--- config.mk ---
export PLATFORM = sky130hd
export DESIGN_NAME = irda_mir_rx_frame_ctrl
export DESIGN_NICKNAME = d
export VERILOG_FILES = /design/src/rtl/irda_mir_rx_frame_ctrl.sv
export SDC_FILE = /design/constraint.sdc
export NUM_CORES = 1
export LEC_CHECK = 0
export ABC_AREA = 1
export CORE_UTILIZATION = 56
export CTS_BUF_LIST = sky130_fd_sc_hd__clkbuf_8 sky130_fd_sc_hd__clkbuf_16
export DETAILED_ROUTE_END_ITERATION = 12
export HOLD_SLACK_MARGIN = 0.06
export PLACE_DENSITY = 0.77
export SYNTH_ARGS = -nofsm -noshare
export SYNTH_HDL_FRONTEND = slang
export SYNTH_SLANG_ARGS = --single-unit
--- constraint.sdc ---
create_clock -name clk -period 3.4 [get_ports clk]
set_clock_uncertainty 0.15 [all_clocks]
set_input_delay 0.68 -clock clk [delete_from_list [all_inputs] [get_ports clk]]
set_output_delay 0.68 -clock clk [all_outputs]
set_load 0.05 [all_outputs]
--- src/rtl/irda_mir_rx_frame_ctrl.sv ---
// irda_mir_rx_frame_ctrl
//   Frame-level sequencer for the MIR receive path. It restarts the MIR bit
//   receiver, gates the receiver's word pushes into the RX data FIFO and
//   polices each frame for break, FIFO overflow, excessive length and,
//   optionally, idle timeout. For every frame it logs one 32-bit status
//   record into a small FIFO that the Wishbone register block reads.
//
//   Optional feature: define IRDA_MIR_RX_TIMEOUT_EN to enable the idle-timeout
//   abort. Without it there is no idle counter, TIMEOUT is unused and record
//   bit 20 is always 0.
//
// Parameters
//   STAT_AW    status queue address width (depth 2**STAT_AW records, >= 1)
//   MAX_WORDS  words accepted per frame; the next word aborts (too_long)
//   TIMEOUT    idle bit strobes in FRAME before a timeout abort
//
// Ports
//   clk, wb_rst_i        clock, synchronous active-high reset
//   rx_en                host receive enable
//   mir_rxbit_enable     MIR bit-rate strobe
//   rxfifo_add_i         word push request from the bit receiver
//   rxfifo_full          RX data FIFO full
//   mir_sto_detected     end-of-frame flag (one bit period)
//   mir_crc_error        CRC result, valid on the clk after sto falls
//   mir_rx_error         break condition
//   mir_ifdlr_i[15:0]    received frame length in bytes
//   rxfifo_push          gated push to the RX data FIFO
//   mir_rx_restart       restart to the bit receiver
//   stat_rd              pop status record
//   stat_dat_o[31:0]     head status record (0 when empty)
//   stat_valid           status queue not empty
//   stat_count           records held
//   rx_busy              frame in progress (FRAME or WAIT_CRC)
//   rx_int               one-clk pulse per record written
//
// Status record
//   [15:0] len, [16] crc_err, [17] brk, [18] ovf, [19] too_long,
//   [20] timeout, [21] lost, [27:24] seq, other bits 0
//
// state    | meaning
// DISABLED | receiver held in restart, waiting for rx_en
// RESTART  | one-clk receiver restart before hunting
// HUNT     | waiting for the first word or an empty frame's stop flag
// FRAME    | receiving words, counting length (and idle strobes)
// WAIT_CRC | stop flag seen, waiting for it to fall to sample CRC
// LOG      | write the good-frame record
// ABORT    | restart receiver and write the error record
module irda_mir_rx_frame_ctrl #(
  parameter int STAT_AW   = 2,
  parameter int MAX_WORDS = 512,
  parameter int TIMEOUT   = 1024
) (
  input  logic               clk,
  input  logic               wb_rst_i,
  input  logic               rx_en,
  input  logic               mir_rxbit_enable,
  input  logic               rxfifo_add_i,
  input  logic               rxfifo_full,
  input  logic               mir_sto_detected,
  input  logic               mir_crc_error,
  input  logic               mir_rx_error,
  input  logic [15:0]        mir_ifdlr_i,
  output logic               rxfifo_push,
  output logic               mir_rx_restart,
  input  logic               stat_rd,
  output logic [31:0]        stat_dat_o,
  output logic               stat_valid,
  output logic [STAT_AW:0]   stat_count,
  output logic               rx_busy,
  output logic               rx_int
);

  localparam logic [2:0] ST_DISABLED = 3'd0;
  localparam logic [2:0] ST_RESTART  = 3'd1;
  localparam logic [2:0] ST_HUNT     = 3'd2;
  localparam logic [2:0] ST_FRAME    = 3'd3;
  localparam logic [2:0] ST_WAIT_CRC = 3'd4;
  localparam logic [2:0] ST_LOG      = 3'd5;
  localparam logic [2:0] ST_ABORT    = 3'd6;

  localparam int WCW   = $clog2(MAX_WORDS + 1);
  localparam int DEPTH = 2 ** STAT_AW;

  logic [2:0]         state, state_nxt;
  logic [WCW-1:0]     word_cnt;
  logic               crc_err_q;
  logic [3:0]         cause_q;     // {timeout, too_long, ovf, brk}
  logic [3:0]         seq;
  logic               lost;

  logic [31:0]        stat_mem [DEPTH];
  logic [STAT_AW-1:0] wr_ptr, rd_ptr;
  logic [STAT_AW:0]   count;

  logic               in_rx;
  logic               word_full;
  logic               c_brk, c_ovf, c_long, c_tmo;
  logic               abort_any;
  logic [3:0]         cause_nxt;
  logic [31:0]        wbytes;
  logic [15:0]        abort_len;
  logic [31:0]        record;
  logic               wr_req, wr_acc, pop;

  assign in_rx     = (state == ST_HUNT) || (state == ST_FRAME) || (state == ST_WAIT_CRC);
  assign word_full = (word_cnt == WCW'(MAX_WORDS));

  assign c_brk  = mir_rx_error;
  assign c_ovf  = rxfifo_add_i & rxfifo_full;
  assign c_long = rxfifo_add_i & word_full;

`ifdef IRDA_MIR_RX_TIMEOUT_EN
  localparam int ICW = $clog2(TIMEOUT) + 1;
  logic [ICW-1:0] idle_cnt;

  // Abort on the strobe that brings the idle count up to TIMEOUT.
  assign c_tmo = (state == ST_FRAME) & mir_rxbit_enable & ~rxfifo_add_i &
                 (idle_cnt == ICW'(TIMEOUT - 1));

  always_ff @(posedge clk) begin
    if (wb_rst_i || state != ST_FRAME || rxfifo_add_i)
      idle_cnt <= '0;
    else if (mir_rxbit_enable)
      idle_cnt <= idle_cnt + 1'b1;
  end
`else
  localparam int unused_timeout = TIMEOUT;
  logic unused_strobe;
  assign unused_strobe = mir_rxbit_enable;
  assign c_tmo = 1'b0;
`endif

  assign abort_any = c_brk | c_ovf | c_long | c_tmo;

  // Only the highest-priority cause is reported.
  always_comb begin
    cause_nxt = 4'b0000;
    if (c_brk)       cause_nxt = 4'b0001;
    else if (c_ovf)  cause_nxt = 4'b0010;
    else if (c_long) cause_nxt = 4'b0100;
    else if (c_tmo)  cause_nxt = 4'b1000;
  end

  always_comb begin
    state_nxt = state;
    if (state == ST_DISABLED) begin
      if (rx_en) state_nxt = ST_RESTART;
    end else if (!rx_en) begin
      state_nxt = ST_DISABLED;
    end else begin
      case (state)
        ST_RESTART:  state_nxt = ST_HUNT;
        ST_HUNT: begin
          if (abort_any)             state_nxt = ST_ABORT;
          else if (mir_sto_detected) state_nxt = ST_WAIT_CRC;
          else if (rxfifo_add_i)     state_nxt = ST_FRAME;
        end
        ST_FRAME: begin
          if (abort_any)             state_nxt = ST_ABORT;
          else if (mir_sto_detected) state_nxt = ST_WAIT_CRC;
        end
        ST_WAIT_CRC: begin
          if (abort_any)              state_nxt = ST_ABORT;
          else if (!mir_sto_detected) state_nxt = ST_LOG;
        end
        ST_LOG:      state_nxt = ST_HUNT;
        ST_ABORT:    state_nxt = ST_HUNT;
        default:     state_nxt = ST_DISABLED;
      endcase
    end
  end

  assign rxfifo_push    = rxfifo_add_i & ~rxfifo_full & in_rx & ~word_full;
  assign mir_rx_restart = (state == ST_DISABLED) || (state == ST_RESTART) || (state == ST_ABORT);
  assign rx_busy        = (state == ST_FRAME) || (state == ST_WAIT_CRC);

  assign wbytes    = 32'(word_cnt) << 2;
  assign abort_len = (wbytes > 32'h0000_FFFF) ? 16'hFFFF : wbytes[15:0];

  always_comb begin
    record = 32'h0;
    record[27:24] = seq;
    record[21]    = lost;
    if (state == ST_ABORT) begin
      record[15:0]  = abort_len;
      record[20:17] = cause_q;
    end else begin
      record[15:0]  = mir_ifdlr_i;
      record[16]    = crc_err_q;
    end
  end

  // Read-first queue: a pop frees the slot a same-clk write may use.
  assign pop    = stat_rd && (count != '0);
  assign wr_req = rx_en && ((state == ST_LOG) || (state == ST_ABORT));
  assign wr_acc = wr_req && ((count != (STAT_AW+1)'(DEPTH)) || pop);

  always_ff @(posedge clk) begin
    if (wb_rst_i) begin
      state     <= ST_DISABLED;
      word_cnt  <= '0;
      crc_err_q <= 1'b0;
      cause_q   <= 4'b0000;
      seq       <= 4'd0;
      lost      <= 1'b0;
      wr_ptr    <= '0;
      rd_ptr    <= '0;
      count     <= '0;
      rx_int    <= 1'b0;
    end else begin
      state  <= state_nxt;
      rx_int <= wr_acc;

      if (!in_rx)
        word_cnt <= '0;
      else if (rxfifo_push)
        word_cnt <= word_cnt + 1'b1;

      if (state == ST_WAIT_CRC && !mir_sto_detected)
        crc_err_q <= mir_crc_error;

      if (in_rx && abort_any)
        cause_q <= cause_nxt;

      if (wr_req) begin
        seq <= seq + 4'd1;
        if (wr_acc) lost <= 1'b0;
        else        lost <= 1'b1;
      end

      if (wr_acc) begin
        stat_mem[wr_ptr] <= record;
        wr_ptr           <= wr_ptr + 1'b1;
      end
      if (pop)
        rd_ptr <= rd_ptr + 1'b1;

      case ({wr_acc, pop})
        2'b10:   count <= count + 1'b1;
        2'b01:   count <= count - 1'b1;
        default: count <= count;
      endcase
    end
  end

  assign stat_count = count;
  assign stat_valid = (count != '0);
  assign stat_dat_o = (count != '0) ? stat_mem[rd_ptr] : 32'h0;

endmodule

### After elaboration in Yosys (flattened, before gate mapping)

Memories as Yosys holds them, arrays and structs flattened. A register that Yosys moved wholly into a read port is not among the register bits.
Cells that the tools add are included.
Widths: inputs -> output; s select.

| storage, ports and cells | value |
|---|---|
| logic and storage cells | 87 |
| register bits | 31 |
| bits in writable memories | 104 |
| memories | 1 |

Memories:

| memory | depth | bits a word | read ports | clocked after memory_dff | wr ports | line | text |
|---|---|---|---|---|---|---|---|
| stat_mem | 4 | 26 | 1 | 1 | 1 | 91 | `logic [31:0] stat_mem [DEPTH];` |

| operators by class | value |
|---|---|
| $add $sub $neg | 6 |
| muxes and demuxes | 26 |
| bitwise gates (word level) | 10 |
| reductions and logical operators | 19 |
| equality and inequality tests | 14 |
| magnitude comparators | 1 |

Operators with widths:

| operator | count |
|---|---|
| $mux 3 | 11 |
| $mux 16 | 2 |
| $mux 32 | 1 |
| $gt 12x16->1 const B | 1 |
| $mux 4 | 3 |
| $pmux 3 s4 | 1 |
| $add 10x1->10 const B | 1 |
| $eq 10x10->1 const B | 1 |
| $ne 5x4->1 const B | 2 |
| $eq 3x3->1 const B | 3 |
| $logic_or 1x1->1 | 7 |
| $eq 3x2->1 const B | 2 |
| $ne 6x5->1 const B | 1 |
| $pmux 3 s2 | 1 |
| $and 1x1->1 | 5 |
| $logic_and 1x1->1 | 5 |
| $mux 1 | 5 |
| $add 2x1->2 const B | 2 |
| $add 4x1->4 const B | 1 |
| $mux 2 | 2 |
| $reduce_and 4->1 | 1 |
| $add 3x1->3 const B | 1 |
| $eq 3x1->1 const B | 1 |
| $logic_not 3->1 | 1 |
| 12 further kinds | 15 |

### Depth between registers and ports, before layout

Gate-level depths: netlist (run 1).

| depth | value |
|---|---|
| depth after elaboration | 7 |
| depth in mapped cells | 12 |
| mapped depth without buffers | 12 |

### Least setup slack after synthesis (run 1)

OpenSTA, ideal clock, no wires.

| timing path | value |
|---|---|
| path kind | register to output |
| from | reg count[0], in the netlist stat_count[0] |
| to | out stat_dat_o[10] |
| setup slack | 0.248 ns |
| cell stages (with the launch flop) | 6 |
| data required time | 2.570 ns |
| data arrival time | 2.322 ns |
| path buffers | 1 |
| path through | dfxtp_1 nor2_1 nand2_1 inv_2 clkbuf_1 a21oi_1 |

| on the way | value |
|---|---|
| word-level cells in the longest chain between the ends | 2 |

RTL lines:

| what | line | text |
|---|---|---|
| from (decl) | 93 | `logic [STAT_AW:0] count;` |
| from (signal assigned) | 239 | `2'b10: count <= count + 1'b1;` |
| from (signal assigned) | 240 | `2'b01: count <= count - 1'b1;` |
| from (signal assigned) | 241 | `default: count <= count;` |
| $reduce_bool 3->1 | - |  |
| named net stat_valid | 67 | `output logic stat_valid,` |
| $mux 32 | 248 | `assign stat_dat_o = (count != '0) ? stat_mem[rd_ptr] : 32'h0;` |
| to (decl) | 66 | `output logic [31:0] stat_dat_o,` |

The timed path passes the listed nets, and every way through them passes these cells.

==> impl_results.md, run 1 <==
* Status: finished, final reports clean
* Post-CTS sizing at 0
* Pwr/cell area at 777 mW/mm2
* DR WL/cell at 16.0 um
* Syn Std Cell Area at 0.00583 mm2
* XOR/XNOR Fraction of Synth Area at 0.00300
* P&R area growth vs syn at 22.1%
* Seq/Total Area, Yosys at 0.625
* Cts hold-fix bufs at 0
* Cell count after synthesis at 603
* CTS buffer count at 17
* IO Count at between 60 and 70
* First-pass GRT wire length at 21.1 mm
* R2r worst-path depth at 10
* Synth warnings at 0
* Die area at 0.0108 mm2
* P_sw at 0.00209 W
* Sequential share of power at 0.324
* CORE AREA at between 0.009 and 0.01 mm2
* Critical R2R Launch: stat_count[0]$_SDFFE_PP0P_
* DRC viols at 0
* Initial antenna violation count at 0
* Post-CTS setup repair buffer count at 0
* Vias per inst at 5.44
* Top cells by area, synth: edfxtp_1 (51%), dfxtp_1 (11%), nor2_1 (8.0%)
* Gr usage total at 0.255
* Clock power frac at 0.340
* Iter 0 DRT Violations at 285
* Switch share at 0.378
* Vias in the first global route at 4362
* Maxcap violations at 0
* Max IR drop VDD at 850 uV
* Comb power frac at 0.336
* Final Hold Viols at 0
* Final setup violation count at 0
* Setup total negative slack at 0 ps
* TritonCTS clock tree: yes
* RSZ-0062 raised after global routing: no
* Grt total ovfl at 0
* Critical Path AT at 2160 ps
* FMAX at 334 MHz
* Max-Slew Margin vs Limit at 0.496
* Floorplan row count at 36
* Clock-pin slew on the worst setup and hold paths at 60 ps
* Buffers on Ports at 57
* CP Launch Type: flip-flop
* Vias at ~4400
* R2R Setup Slk at 1110 ps
* Antenna diodes at 0
* Crit Path Class: reg -> out
* 1st-pass router iterations at 5
* Static leakage at 2.68 nW
* Fraction of layout cells with a size suffix above 1 at 0.136
* Die height at about 100 um
* Final period util at 0.881
* Cell-internal power at 0.00344 W
* WHS at 331 ps
* Multiplexer share of the synthesized area at 0
* Post-layout min period at roughly 3000 ps
* GP Congestion at 0.894
* Syn_area_per_cell at 9.67 um2
* Synth Area in Adders at 0.0185
* Final Routed Wirelength at 13.0 mm
* CP Max Fanout at 50
* Hold Path Depth at 2
* Clk root buf: clkbuf_8
* Initial Util at 0.586
* Library cells used by synthesis at 34
* Area leader, netlist: edfxtp_1
* Top-area cell type share of the netlist area at 0.515
* R2r endpoint: stat_count[2]$_SDFFE_PP0P_
* Worst skew pair latency at 530 ps
* Worst-Margin Slew at ~750 ps
* Final net count at 697
* Max-slew violation count at 0
* TritonCTS Sinks at between 100 and 150
* HPWL Detailed at 8.08 mm
* Main combinational cell family by area after synthesis: simple AND/OR/NAND/NOR gates
* Die width at 104 um
* Hold Startpoint: word_cnt[8]$_SDFFE_PP0P_
* Max H-tree Level at 4
* CTS max path bufs at 2
* Largest net degree at the start of global routing at 51
* Worst min-delay path category: reg -> reg
* Crit path capture type: primary output
* Complex-gate fraction of the synthesized area at 0.115
* CP required at 2570 ps
* Synth Area in Simple Gates at 0.169
* Synth Register Bits at 132
* Fill count at 744
* Post-route ant nets at 0
* Hold path endpoint: word_cnt[8]$_SDFFE_PP0P_
-- power groups by stage --
stage | combinational, W | clock (W) | sequential (W)
floorplan | 0.00127 | 0 | 0.00187
global placement | 0.00182 | 0 | 0.00182
global route | 0.00199 | 0.00198 | 0.00179
CTS | 0.00186 | 0.00190 | 0.00179
finish | 0.00186 | 0.00188 | 0.00179
detailed placement | 0.00185 | 0 | 0.00182
-- synthesized netlist by cell type --
library cell / number
nand3b_1: 1
nor2_2: 5
nand2_1: 67
inv_1: 57
nor3_4: 1
nor4_1: 1
ha_1: 7
xor2_1: 2
nand2_2: 4
nand3_2: 1
nor2_1: 124
dfxtp_1: 32
o21ai_0: 71
o221a_2: 1
nor3b_1: 1
buf_4: 7
conb_1: 1
a31oi_1: 1
nand3_1: 13
nand4_1: 8
nor3_1: 6
fa_1: 1
buf_2: 1
o21ai_1: 10
nor2_4: 1
buf_12: 1
inv_2: 4
a21oi_2: 1
inv_4: 1
a21oi_1: 48
edfxtp_1: 100
clkbuf_1: 22
clkinv_1: 1
nand2_4: 1
-- area by class of cell --
class | instances | area, um2 | share of cell area
multi-input combinational | 383 | 1820 | 0.256
clock inverter | 15 | 205 | 0.0288
clock buffer | 17 | 414 | 0.0581
inverter | 63 | 239 | 0.0335
timing repair buffer | 66 | 633 | 0.0889
sequential | 132 | 3640 | 0.512
tap | 133 | 166 | 0.0234
-- routing by layer --
metal | share of wire | track usage | wire length [um] | vias to the layer above
li1 | - | - | - | 2133
met1 | 0.42 | 0.316 | 5430 | 2068
met2 | 0.50 | 0.426 | 6460 | 181
met3 | 0.066 | 0.0733 | 861 | 22
met4 | 0.017 | 0.0878 | 226 | 0
met5 | 0 | 0 | 0 | -
-- logic make-up after synthesis --
kind of cell	after synthesis
and+or+nand+nor	234
AOI/OAI and AO/OA	132
xor gates and xnor gates	2
adders and majority gates	8
DFF	132
buffers and inverters	94
other	1
-- worst max-delay path, stage by stage (launching register included) --
cell     delay (ps)
dfxtp_1         330
inv_2           560
o21ai_0         240
a21oi_1         270
buf_4           240
-- placed cells by master, fill, tap and decap left out, types with 10 or more instances in the layout --
master / instances
dfxtp_1: 32
o21ai_1: 10
clkdlybuf4s50_1: 30
a21oi_1: 48
nand3_1: 13
edfxtp_1: 100
buf_4: 31
nor2_1: 120
nand2_1: 67
inv_1: 57
o21ai_0: 71
clkbuf_16: 16
-- flip-flops by register name, indices dropped and copies added (netlist names), 2 cells and up, named ones only --
register,cells
wr_ptr,2
stat_mem,100
rd_ptr,2
stat_count,3
seq,4
state,3
cause_q,3
word_cnt,10
-- worst max path at each step --
stage | cells past startpoint | endpoint | start | slack, ps
6_report | 4 | stat_dat_o[2] | flip-flop | 410
2_1_floorplan | 5 | stat_dat_o[10] | stat_count[0]$_SDFFE_PP0P_ | 250
4_1_cts | 4 | stat_dat_o[2] | flip-flop | 360
5_1_grt | 5 | rx_busy | state[1]$_SDFFE_PP0P_ | 230
3_5_place_dp | 8 | stat_mem[3][11]$_DFFE_PP_ | rx_en | 560
3_3_place_gp | 8 | stat_mem[3][10]$_DFFE_PP_ | rx_en | 630
-- per-stage QoR --
stage                     instance area (um2)  std cells  worst slack [ps]  utilization  power (W)
after floorplan                          5850        609               248            -    0.00314
after global placement                   6500        777               634        0.653    0.00364
after detailed placement                 6500        777               560        0.653    0.00368
after CTS                                7120        809               363        0.716    0.00555
after global routing                     7120        809               235        0.716    0.00576
final                                    7120        809               405        0.716    0.00553
(Power assumes the default switching activity.)
==> run 2: changes to the inputs <==
Settings changed: SKIP_CTS_REPAIR_TIMING set to 1.
==> results of run 2 <==
Same layout as run 1: the final DEF is identical, and so are final timing and power.
==> run 3: changes to the inputs <==
Settings changed: CAP_MARGIN set to 30.
==> results of run 3 <==
Same layout as run 1: the final DEF is identical, and so are final timing and power.
